$ cat config.mk
export PLATFORM = sky130hd
export DESIGN_NAME = outlier_drain_flat
export DESIGN_NICKNAME = d
export VERILOG_FILES = /design/src/rtl/outlier_drain_if.sv /design/src/rtl/outlier_drain.sv /design/src/flat_wrapper.sv
export SDC_FILE = /design/constraint.sdc
export NUM_CORES = 1
export LEC_CHECK = 0
export ABC_AREA = 1
export CELL_PAD_IN_SITES_DETAIL_PLACEMENT = 0
export CELL_PAD_IN_SITES_GLOBAL_PLACEMENT = 1
export CORE_MARGIN = 4
export CORE_UTILIZATION = 36
export CTS_CLUSTER_DIAMETER = 100
export DETAILED_ROUTE_END_ITERATION = 12
export PLACE_DENSITY = 0.88
export SLEW_MARGIN = 20
export SYNTH_ARGS = -nofsm -noshare
export SYNTH_HDL_FRONTEND = slang
export SYNTH_SLANG_ARGS = --single-unit
$ cat constraint.sdc
create_clock -name clock -period 2.8 [get_ports clock]
set_clock_uncertainty 0.1 [all_clocks]
set_input_delay 0.7 -clock clock [delete_from_list [all_inputs] [get_ports clock]]
set_output_delay 0.7 -clock clock [all_outputs]
set_load 0.05 [all_outputs]
$ cat src/rtl/outlier_drain_if.sv
// Outlier stream interface: position word, valid/ready handshake and last-beat marker.
interface outlier_drain_if #(
    parameter int N = 16
) ();
    logic [N-1:0] m_data;
    logic         m_valid;
    logic         m_ready;
    logic         m_last;

    // Producer side drives the beat, consumer side drives ready.
    modport master (
        output m_data,
        output m_valid,
        output m_last,
        input  m_ready
    );

    modport slave (
        input  m_data,
        input  m_valid,
        input  m_last,
        output m_ready
    );
endinterface

$ cat src/rtl/outlier_drain.sv
// Drains outlier positions from a 1-cycle-latency FIFO into a valid/ready stream.
// A 2-entry skid buffer holds returned words. While draining, the stream only
// offers a beat when both entries are full. This guarantees that the beat shown
// is never the final one, so m_last can be decided once the end is known and
// never changes under backpressure.
module outlier_drain #(
    parameter int N           = 16,
    parameter int EMPTY_GUARD = 2
) (
    input  logic             clock,
    input  logic             reset,
    input  logic             i_start,
    input  logic [N-1:0]     i_fifo_data,
    input  logic             i_fifo_empty,
    output logic             o_fifo_rd,
    input  logic             i_ctrl_done,
    input  logic [2*N-1:0]   i_point_cloud_size,
    outlier_drain_if.master  m_if,
    output logic [2*N-1:0]   o_outlier_count,
    output logic             o_range_err,
    output logic             o_busy,
    output logic             o_done
);

    localparam int CW = 2 * N;
    localparam int GW = $clog2(EMPTY_GUARD + 1);
    localparam logic [GW-1:0] GUARD_MAX = GW'(EMPTY_GUARD);

    typedef enum logic [1:0] {
        IDLE,
        DRAIN,
        FLUSH,
        DONE
    } state_t;

    state_t          state_q;
    logic [1:0]      occ_q, occ_d, occ_after_pop;
    logic [N-1:0]    head_q, head_d;
    logic [N-1:0]    tail_q, tail_d;
    logic            inflight_q;
    logic [GW-1:0]   guard_q, guard_d;
    logic [CW-1:0]   count_q;
    logic            range_err_q;
    logic            done_q;
    logic            valid;
    logic            pop;
    logic            guard_hit;

    // Read issue, stream presentation, skid-buffer next state and guard next value.
    always_comb begin
        o_fifo_rd = (state_q == DRAIN) && !i_fifo_empty
                    && (({1'b0, occ_q} + {2'b00, inflight_q}) < 3'd2);

        valid = 1'b0;
        if (state_q == DRAIN) begin
            valid = (occ_q == 2'd2);
        end else if (state_q == FLUSH) begin
            valid = (occ_q != 2'd0);
        end
        pop = valid && m_if.m_ready;

        head_d        = head_q;
        tail_d        = tail_q;
        occ_after_pop = occ_q;
        if (pop) begin
            head_d        = tail_q;
            occ_after_pop = occ_q - 2'd1;
        end
        occ_d = occ_after_pop;
        if (inflight_q) begin
            if (occ_after_pop == 2'd0) begin
                head_d = i_fifo_data;
            end else begin
                tail_d = i_fifo_data;
            end
            occ_d = occ_after_pop + 2'd1;
        end

        guard_hit = i_ctrl_done && i_fifo_empty && !inflight_q;
        guard_d   = '0;
        if (guard_hit) begin
            guard_d = (guard_q == GUARD_MAX) ? guard_q : guard_q + GW'(1);
        end
    end

    // Control FSM together with buffer, in-flight, counter and status registers.
    always_ff @(posedge clock or negedge reset) begin
        if (!reset) begin
            state_q     <= IDLE;
            occ_q       <= 2'd0;
            head_q      <= '0;
            tail_q      <= '0;
            inflight_q  <= 1'b0;
            guard_q     <= '0;
            count_q     <= '0;
            range_err_q <= 1'b0;
            done_q      <= 1'b0;
        end else begin
            occ_q      <= occ_d;
            head_q     <= head_d;
            tail_q     <= tail_d;
            inflight_q <= o_fifo_rd;
            if (pop) begin
                count_q <= count_q + CW'(1);
                if ({{N{1'b0}}, head_q} >= i_point_cloud_size) begin
                    range_err_q <= 1'b1;
                end
            end
            case (state_q)
                IDLE, DONE: begin
                    if (i_start) begin
                        state_q     <= DRAIN;
                        done_q      <= 1'b0;
                        count_q     <= '0;
                        range_err_q <= 1'b0;
                        guard_q     <= '0;
                    end
                end
                DRAIN: begin
                    guard_q <= guard_d;
                    if (guard_d == GUARD_MAX) begin
                        state_q <= FLUSH;
                    end
                end
                FLUSH: begin
                    if (occ_q == 2'd0) begin
                        state_q <= DONE;
                        done_q  <= 1'b1;
                    end
                end
                default: state_q <= IDLE;
            endcase
        end
    end

    assign m_if.m_data   = head_q;
    assign m_if.m_valid  = valid;
    assign m_if.m_last   = (state_q == FLUSH) && (occ_q == 2'd1);
    assign o_outlier_count = count_q;
    assign o_range_err   = range_err_q;
    assign o_busy        = (state_q == DRAIN) || (state_q == FLUSH);
    assign o_done        = done_q;

endmodule

$ cat src/flat_wrapper.sv
// flat-port wrapper written by rule: the top's interface ports become plain ports
module outlier_drain_flat 
#(
    parameter int N           = 16,
    parameter int EMPTY_GUARD = 2
)
  (clock, reset, i_start, i_fifo_data, i_fifo_empty, o_fifo_rd, i_ctrl_done, i_point_cloud_size, o_outlier_count, o_range_err, o_busy, o_done, m_if_m_data, m_if_m_valid, m_if_m_last, m_if_m_ready);
  outlier_drain_if #(.N(N)) m_if_i ();
  input  logic clock;
  input  logic reset;
  input  logic i_start;
  input  logic [N-1:0] i_fifo_data;
  input  logic i_fifo_empty;
  output logic o_fifo_rd;
  input  logic i_ctrl_done;
  input  logic [2*N-1:0] i_point_cloud_size;
  output logic [2*N-1:0] o_outlier_count;
  output logic o_range_err;
  output logic o_busy;
  output logic o_done;
  output wire logic [$bits(m_if_i.m_data)-1:0] m_if_m_data;
  output wire logic [$bits(m_if_i.m_valid)-1:0] m_if_m_valid;
  output wire logic [$bits(m_if_i.m_last)-1:0] m_if_m_last;
  input wire logic [$bits(m_if_i.m_ready)-1:0] m_if_m_ready;
  assign m_if_m_data = m_if_i.m_data;
  assign m_if_m_valid = m_if_i.m_valid;
  assign m_if_m_last = m_if_i.m_last;
  assign m_if_i.m_ready = m_if_m_ready;
  outlier_drain #(.N(N), .EMPTY_GUARD(EMPTY_GUARD)) u_core (.clock(clock), .reset(reset), .i_start(i_start), .i_fifo_data(i_fifo_data), .i_fifo_empty(i_fifo_empty), .o_fifo_rd(o_fifo_rd), .i_ctrl_done(i_ctrl_done), .i_point_cloud_size(i_point_cloud_size), .m_if(m_if_i), .o_outlier_count(o_outlier_count), .o_range_err(o_range_err), .o_busy(o_busy), .o_done(o_done));
endmodule
==> results.ini <==
[placed_design]
gp_congestion = 0.8956
dp_hpwl_mm = 8.672
io_buffers = 107

[logic_synthesis]
ys_warn_count = 0
syn_area_mm2 = 0.004430
synth.ff_latch_count = 73
synthDistinctLibCells = 36
synth-seq-area-share_pct = 41.23
synth_cells = 598
postSynthNetCount = 677
synth.avg_cell_area_um2 = 7.409

[worst_setup_path]
max_stage_delay_ns = 0.49
crit_chain = inv_1 > ha_1 > inv_1 > a2111oi_2 > buf_12
worstReg2RegStart = u_core.occ_q[0]
cp_top_family = compound AO/OA/AOI/OAI gates
critical_path_depth = 5
cp.arrival_ns = 1.79
crit_end = o_fifo_rd
crit_fanout = 4
endpoint_kind = output port
crit_top_cell = inv_1
rr_worst_depth = 13
critPathLaunchType = register
crit_buf_inv = 3
critPathSlowestCell = a2111oi_2
r2r_setup_slack_ns = 0.37
crit_start = u_core.state_q[1]
worstPathRequired_ns = 2.00
crit_type = reg -> out
rr_endpoint = u_core.tail_q[11]

[floorplan]
core_area_mm2 = 0.01201
die_w_um = 118.9
start_util_pct = 36.89
design.portCount = 108
num_rows = 40
die-area_mm2 = 0.01415
fp.dieH_um = 118.9

[drt]
vias = 4136
drcViolationCount = 0
drtPass1Iterations = 4
avgRoutedWirePerCell_um = 13.02
drtIter0Drc = 226
ant_nets = 0
viasPerCell = 4.787
drt-total-wl_mm = 11.25

[hold_path]
hold_path_class = in -> async

[sta]
max_clock_freq_mhz = 385.6
post-route-period-util_pct = 92.61
maxSlewHeadroom_pct = 65.17
finalHoldViolCount = 0
tightest_slew_ns = 0.5216
setup_viol = 0
slew_viol_final = 0
setup_tns_ns = 0
rsz0062_at_grt = false
min_period_ns = 2.593

[global_routing]
grt_pass1_wl_mm = 19.93
first_global_vias = 4263
grt_max_degree = 74
grt-ovfl-total = 0
grt_usage_pct = 16.81
antenna_found_initial = 0

[final_layout]
diodes = 0
syn_to_final_growth_pct = 35.78
final.fill_count = 1191
drive_above_1_share_pct = 9.205
final_util_pct = 50.08
final_nets = 791

[clock_network]
clockBufferDepth = 2
numCtsBuffers = 9
cts-root-buf = clkbuf_16
cts_hold_buf = 0
htree_num_levels = 3
cts_sinks = 73
clkLatencyLatePin_ns = 0.33
tritoncts = yes
path_clk_slew_ns = 0.06

[power_and_ir_drop]
power.density_mw_per_mm2 = 920.6
p_leak_nw = 2.831
worst_ir_drop_vdd_mv = 0.5827

[run]
cap_violations = 0

[outcome]
status = completed

==> layout make-up <==
| type | instances | area [um^2] | area share (%) |
|---|---|---|---|
| multi-input combinational | 419 | 2190 | 36.40 |
| inverter | 92 | 345.3 | 5.740 |
| clock inverter | 7 | 83.83 | 1.394 |
| tap | 147 | 183.9 | 3.057 |
| sequential | 73 | 1827 | 30.37 |
| timing repair buffer | 117 | 1161 | 19.30 |
| clock buffer | 9 | 225.2 | 3.744 |
==> power by group <==
group | internal [W] | leakage (nW) | switching, W
combinational | 0.000957 | 1.74 | 0.00171
sequential | 0.00138 | 0.944 | 0.000288
clock | 0.000708 | 0.149 | 0.000492
==> cells by family (layout without fill, tap and decap cells) <==
kind of cell	after synthesis	after routing	synth area share [%]
buffers and inverters	106	225	9.489
adders and majority gates	25	25	7.060
AOI/OAI and AO/OA	81	81	10.34
muxes	3	3	0.7624
and+or+nand+nor	302	302	29.54
DFF	73	73	41.23
xor gates and xnor gates	8	8	1.582
==> flip-flops by register name, summed over array words and instances, names as in the netlist <==
name and cells:
u_core.occ_q 2, u_core.tail_q 16, u_core.o_range_err 1, u_core.o_outlier_count 32, u_core.o_done 1, u_core.m_if.m_data 16, u_core.inflight_q 1, u_core.guard_q 2
u_core.state_q 2
==> worst min-delay path by stage <==
stage	from	end	slack (ns)	depth (start not counted)
finish	reset	u_core.o_outlier_count[18]	0.28	2
global placement	u_core.tail_q[8]	u_core.tail_q[8]	0.37	2
global route	reset	u_core.o_outlier_count[26]	0.31	2
detailed placement	u_core.tail_q[0]	u_core.tail_q[0]	0.38	2
CTS	reset	u_core.o_outlier_count[26]	0.31	2
floorplan	reset	u_core.guard_q[0]	0.30	0
==> layer usage <==
metal / part of all wire [%] / track usage, % / routed length, um / vias up
met4: 2.2 / 5.648 / 249 / 0
met3: 4.8 / 2.991 / 545 / 22
li1: - / - / - / 2107
met5: 0 / 0 / 0 / -
met1: 47 / 22.32 / 5236 / 1888
met2: 46 / 27.74 / 5219 / 119
==> synthesized netlist by cell type (all sizes together) <==
cell / number / area (um^2)
nand2: 158 / 615.6
nor2: 102 / 437.9
inv: 92 / 345.3
dfrtp: 73 / 1827
o21ai: 41 / 209.0
ha: 25 / 312.8
nand3: 22 / 137.6
a21oi: 15 / 75.07
o22ai: 14 / 87.58
buf: 8 / 52.55
nand4: 7 / 43.79
nor3: 7 / 35.03
clkbuf: 6 / 22.52
xor2: 6 / 52.55
a31oi: 3 / 18.77
mux2: 3 / 33.78
or2: 3 / 18.77
a21o: 2 / 15.01
and3: 2 / 12.51
o21bai: 2 / 18.77
xnor2: 2 / 17.52
a2111oi: 1 / 8.760
a32o: 1 / 10.01
nor3b: 1 / 7.510
o211ai: 1 / 7.510
o21a: 1 / 7.510
==> worst reg2reg max path, delay by kind of cell (launching register included) <==
family                     cells  cell delay, ns
and+or+nand+nor                5            0.74
buffers and inverters          4            0.45
DFF                            1            0.42
adders and majority gates      2            0.41
AOI/OAI and AO/OA              2            0.18
==> metrics by stage <==
step / power [W] / hold slack [ns] / worst slack, ns / area, um^2 / cells
final: 0.005538 / 0.2831 / 0.2068 / 6016 / 864
after global routing: 0.005968 / 0.3095 / 0.06132 / 6016 / 864
after CTS: 0.005585 / 0.3125 / 0.03231 / 6013 / 864
after detailed placement: 0.004368 / 0.3831 / 0.03668 / 5704 / 848
after global placement: 0.004294 / 0.3656 / 0.09710 / 5704 / 848
after floorplan: 0.003466 / 0.3044 / 0.1960 / 4437 / 598
==> placed cells by master (no fill, tap or decap), drive strengths merged, types with 15 or more instances in the layout <==
cell type      Yosys  layout
nand3             22      22
dfrtp             73      73
nor2             102     102
clkdlybuf4s50      0     102
o21ai             41      41
nand2            158     158
inv               92      96
ha                25      25
a21oi             15      15
==> repair_timing <==
action	4_1_cts	5_1_grt
gates resized for setup	0	1
setup buffers	0	0
setup endpoints to repair	0	1
hold endpoints to repair	0	0
Power figures use the tool's default switching activity.
